===== src/rtl/miriscv_interrupt_controller.sv =====
// Single-level interrupt controller: picks the lowest-index enabled request, strobes the core, acks on mret.
// Build option: define MIRISCV_INT_EDGE_EN for edge-captured requests; the default build uses level requests.
module miriscv_interrupt_controller (
    input  logic        clk_i,
    input  logic        rst_i,
    input  logic [31:0] int_req_i,
    input  logic [31:0] mie_i,
    input  logic        int_en_i,
    input  logic        int_fin_i,
    output logic        int_o,
    output logic [31:0] mcause_o,
    output logic [31:0] int_ack_o
);

    typedef enum logic [0:0] {
        IDLE  = 1'b0,
        SERVE = 1'b1
    } state_t;

    state_t      state_r;
    state_t      state_next_s;
    logic [31:0] pending_s;
    logic [31:0] eligible_s;
    logic [4:0]  sel_id_s;
    logic        sel_valid_s;
    logic        fin_s;
    logic [4:0]  id_r;
    logic        int_next_s;
    logic [31:0] mcause_next_s;
    logic [31:0] ack_next_s;

    function automatic logic [4:0] lowest_set(input logic [31:0] vec);
        logic [4:0] idx;
        idx = 5'd0;
        for (int i = 31; i >= 0; i--) begin
            if (vec[i]) begin
                idx = 5'(i);
            end
        end
        return idx;
    endfunction

    function automatic logic [31:0] one_hot(input logic [4:0] idx);
        return 32'h0000_0001 << idx;
    endfunction

    assign fin_s = (state_r == SERVE) && int_fin_i;

`ifdef MIRISCV_INT_EDGE_EN
    logic [31:0] req_prev_r;
    logic [31:0] pending_r;
    logic [31:0] rise_s;
    logic [31:0] clear_s;

    assign rise_s    = int_req_i & ~req_prev_r;
    assign clear_s   = fin_s ? one_hot(id_r) : 32'h0000_0000;
    assign pending_s = pending_r;

    // Edge capture; a fresh rise on the bit being acked wins over its clear.
    always_ff @(posedge clk_i) begin
        if (rst_i) begin
            req_prev_r <= 32'h0000_0000;
            pending_r  <= 32'h0000_0000;
        end else begin
            req_prev_r <= int_req_i;
            pending_r  <= (pending_r & ~clear_s) | rise_s;
        end
    end
`else
    assign pending_s = int_req_i;
`endif

    assign eligible_s  = pending_s & mie_i;
    assign sel_id_s    = lowest_set(eligible_s);
    assign sel_valid_s = (state_r == IDLE) && int_en_i && (eligible_s != 32'h0000_0000);

    // FSM state register.
    always_ff @(posedge clk_i) begin
        if (rst_i) begin
            state_r <= IDLE;
        end else begin
            state_r <= state_next_s;
        end
    end

    // Next-state logic: no nesting, so SERVE only leaves on mret.
    always_comb begin
        state_next_s = state_r;
        case (state_r)
            IDLE: begin
                if (sel_valid_s) begin
                    state_next_s = SERVE;
                end else begin
                    state_next_s = IDLE;
                end
            end
            SERVE: begin
                if (int_fin_i) begin
                    state_next_s = IDLE;
                end else begin
                    state_next_s = SERVE;
                end
            end
            default: state_next_s = IDLE;
        endcase
    end

    // Serviced source id, frozen for the whole SERVE phase.
    always_ff @(posedge clk_i) begin
        if (rst_i) begin
            id_r <= 5'd0;
        end else if (sel_valid_s) begin
            id_r <= sel_id_s;
        end else begin
            id_r <= id_r;
        end
    end

    // Output decode; mcause keeps its last value until the next selection.
    always_comb begin
        int_next_s    = 1'b0;
        mcause_next_s = mcause_o;
        ack_next_s    = 32'h0000_0000;
        case (state_r)
            IDLE: begin
                if (sel_valid_s) begin
                    int_next_s    = 1'b1;
                    mcause_next_s = {1'b1, 26'd0, sel_id_s};
                end else begin
                    int_next_s    = 1'b0;
                end
            end
            SERVE: begin
                if (fin_s) begin
                    ack_next_s = one_hot(id_r);
                end else begin
                    ack_next_s = 32'h0000_0000;
                end
            end
            default: begin
                int_next_s = 1'b0;
                ack_next_s = 32'h0000_0000;
            end
        endcase
    end

    // Output registers.
    always_ff @(posedge clk_i) begin
        if (rst_i) begin
            int_o     <= 1'b0;
            mcause_o  <= 32'h0000_0000;
            int_ack_o <= 32'h0000_0000;
        end else begin
            int_o     <= int_next_s;
            mcause_o  <= mcause_next_s;
            int_ack_o <= ack_next_s;
        end
    end

endmodule


===== config.mk =====
export PLATFORM = sky130hd
export DESIGN_NAME = miriscv_interrupt_controller
export DESIGN_NICKNAME = d
export VERILOG_FILES = /design/src/rtl/miriscv_interrupt_controller.sv
export SDC_FILE = /design/constraint.sdc
export NUM_CORES = 1
export LEC_CHECK = 0
export ABC_AREA = 1
export BUFFER_PORTS_ARGS = -buffer_cell sky130_fd_sc_hd__buf_2
export CAP_MARGIN = 10
export CORE_MARGIN = 4
export CORE_UTILIZATION = 42
export CTS_CLUSTER_SIZE = 14
export DETAILED_ROUTE_END_ITERATION = 16
export GPL_TIMING_DRIVEN = 0
export PLACE_DENSITY = 0.9
export SYNTH_ARGS = -nofsm -noshare
export SYNTH_HDL_FRONTEND = slang
export SYNTH_SLANG_ARGS = --single-unit
export TNS_END_PERCENT = 1

===== constraint.sdc =====
create_clock -name clk_i -period 2.39 [get_ports clk_i]
set_clock_uncertainty 0.05 [all_clocks]
set_input_delay 0.478 -clock clk_i [delete_from_list [all_inputs] [get_ports clk_i]]
set_output_delay 0.478 -clock clk_i [all_outputs]
set_load 0.005 [all_outputs]

==> metrics.csv <==
stage,metric,value,unit
routing,met2_length,2446,um
logic_synthesis,synth_area,2034,um^2
clock_network,cts_tree,done,
power,power_frac_comb,0.180,
clock_network,clock-root-buffer,clkbuf_8,
power,swShare,0.2525,
grt,grt_usage,0.1638,
placement,port_buffers,106,
timing,setup_viol,0,
routing,drtIter0Drc,80,
power,power,0.001435,W
routing,top_layer_used,met4,
timing,setup_tns,0,ns
clock_network,cts.sinks,45,
finish,final_core_util,0.5981,
finish,antenna_cells,0,
floorplan,die-width,77.60,um
floorplan,dieArea,6022,um^2
power,p_clk_frac,0.287,
setup_path,cpMostUsedCell,nand2_1,
finish,nFillCells,438,
finish,fin_cells,488,
routing,drt_first_pass_iters,4,
clock_network,postCtsSetupBuffers,0,
finish,mostFrequentLayoutCells,"106 x buf_2, 77 x nand2_1, 60 x nor2_1",
timing,finalHoldViolations,0,
timing,min_period,2.079,ns
setup_path,path_max_fanout,2,
finish,final_common_cell,buf_2,
routing,dr_wl_met3,441,um
power,p_seq_frac,0.534,
logic_synthesis,seq_area_frac_synth,0.4428,
placement,dp.cells,482,
setup_path,crit_type,input pin to flip-flop,
floorplan,ios,133,
timing,fmax,0.4811,GHz
logic_synthesis,synth_area_per_cell,7.164,um^2
clock_network,cts_max_path_buffers,2,
floorplan,initial_utilization,0.4307,
routing,drcViolationCount,0,
timing,final_max_slew_viol_count,0,
routing,viasPerCell,4.268,
placement,place_ws,-0.02652,ns
finish,layout-drive-gt1-share,0.3848,
routing,wl_per_cell,9.910,um
setup_path,crit_arrival,2.19,ns
setup_path,cp_top_family,simple AND/OR/NAND/NOR gates,
power,powerDensity,507.8,nW/um^2
grt,grt_pass1_vias,2017,
floorplan,core_area,4723,um^2
power,power.switching,0.0003623,W
routing,wl,4836,um
floorplan,die_h,77.60,um
finish,final_nets,490,
grt,grt_antenna_before_repair,0,
placement,place.gp.congestion,0.7629,
placement,dp_hpwl,4098,um
power,p_leak,1.528,nW
logic_synthesis,synth.distinct_cells,18,
timing,rsz0062_at_grt,true,
logic_synthesis,yosys_warnings,0,
routing,num_vias,2083,
timing,min_period_over_period,0.8697,
job,drv_cap,0,
clock_network,htreeDepth,2,
floorplan,num_rows,25,
hold_path,hp-class,input pin to flip-flop,
clock_network,clk_latency,0.29,ns
power,worst_ir_drop_vdd,223.5,uV
setup_path,slowest_stage,buf_2,
setup_path,start_kind,input pin,
logic_synthesis,synth_seq_cells,45,
setup_path,cp.required,2.51,ns
routing,drt-met1-wl,1885,um
grt,grt_overflow,0,
routing,ant_nets,0,
clock_network,clk_pin_slew,0.07,ns
setup_path,cp_num_buf_inv,2,
outcome,outcome,"complete, no violations",
setup_path,cpPeakStageDelay,0.11,ns
clock_network,cts-buffers-inserted,5,
grt,grt_max_degree,13,
timing,worst_slack,0.3113,ns
grt,grt_pass1_wl,8190,um
power,internal_power,0.001072,W
setup_path,end_kind,flip-flop,
finish,synthToLayoutAreaGrowth,38.87,%
logic_synthesis,syn_inst,284,
[Yosys cell counts]
| cell | count | area (um^2) |
|---|---|---|
| a21oi_1 | 12 | 60.06 |
| a31oi_1 | 1 | 6.260 |
| and3_1 | 1 | 6.260 |
| buf_4 | 26 | 195.2 |
| clkbuf_1 | 8 | 30.03 |
| conb_1 | 1 | 3.750 |
| dfxtp_1 | 45 | 900.9 |
| inv_1 | 7 | 26.28 |
| inv_2 | 2 | 7.510 |
| nand2_1 | 79 | 296.5 |
| nand2_2 | 17 | 106.4 |
| nand2_4 | 2 | 22.52 |
| nand3_1 | 1 | 5.000 |
| nand4_1 | 18 | 112.6 |
| nor2_1 | 60 | 225.2 |
| o2111ai_1 | 2 | 17.52 |
| o21ai_1 | 1 | 5.000 |
| o31ai_1 | 1 | 7.510 |
[metal layers]
layer	global-route usage	up-vias
met2	0.3065	82
met1	0.1699	868
met4	0.05694	0
li1	-	1126
met3	0.05104	7
met5	0	-
[worst paths after layout]
check / startpoint / end / slack, ns / cells after the start
setup / recovery: int_req_i[31] / mcause_o[0] / 0.31 / 35
hold / removal: rst_i / id_r[1] / 0.38 / 2
setup reg to reg: state_r / mcause_o[0] / 0.93 / 6
hold reg to reg: mcause_o[2] / mcause_o[2] / 0.42 / 2
[per-stage QoR]
| stage | area, um^2 | hold WS, ns |
|---|---|---|
| after floorplan | 2128 | 0.4048 |
| after global placement | 2743 | 0.3972 |
| after detailed placement | 2743 | 0.4028 |
| after CTS | 2816 | 0.3735 |
| after global routing | 2825 | 0.3763 |
| final | 2825 | 0.3805 |
[power by group through the flow]
stage          combinational, W  sequential [W]  clock, W
2_1_floorplan          0.000161        0.000783         0
3_3_place_gp           0.000249        0.000782         0
3_5_place_dp           0.000254        0.000782         0
4_1_cts                0.000254        0.000765  0.000423
5_1_grt                0.000296        0.000767  0.000460
6_report               0.000258        0.000765  0.000412
[what timing repair did]
item | in CTS | in global routing
setup endpoints to repair | 0 | 2
resized for setup | 0 | 3
hold buffers | 0 | 0
[sequential cells by signal (all words and copies together), names as in the netlist]
register,cells
int_ack_o,32
mcause_o,6
id_r,5
int_o,1
state_r,1
[worst register-to-register path: stages, from the launching register on]
cell and delay, ns:
dfxtp_1 0.35, inv_1 0.07, and3_1 0.23, inv_2 0.10, clkbuf_1 0.33, nand2_1 0.12
a21oi_2 0.14
[cell type report]
cell class | instances | area (um^2) | share of cell area
plain buffers | 34 | 225.2 | 0.07972
flip-flops and latches | 45 | 900.9 | 0.3189
multi-input cells | 221 | 977.2 | 0.3459
well taps | 67 | 83.83 | 0.02967
repair buffers | 106 | 530.5 | 0.1878
inverters | 9 | 33.78 | 0.01196
clock buffers | 5 | 68.82 | 0.02436
clock inverters | 1 | 5.005 | 0.001771
[cells by family after synthesis]
| logic type | after synthesis | synth area share |
|---|---|---|
| compound gates | 17 | 0.04736 |
| buf+inv | 43 | 0.1273 |
| flops | 45 | 0.4428 |
| other cells | 1 | 0.001843 |
| simple gates | 178 | 0.3807 |
(Power assumes the default switching activity.)
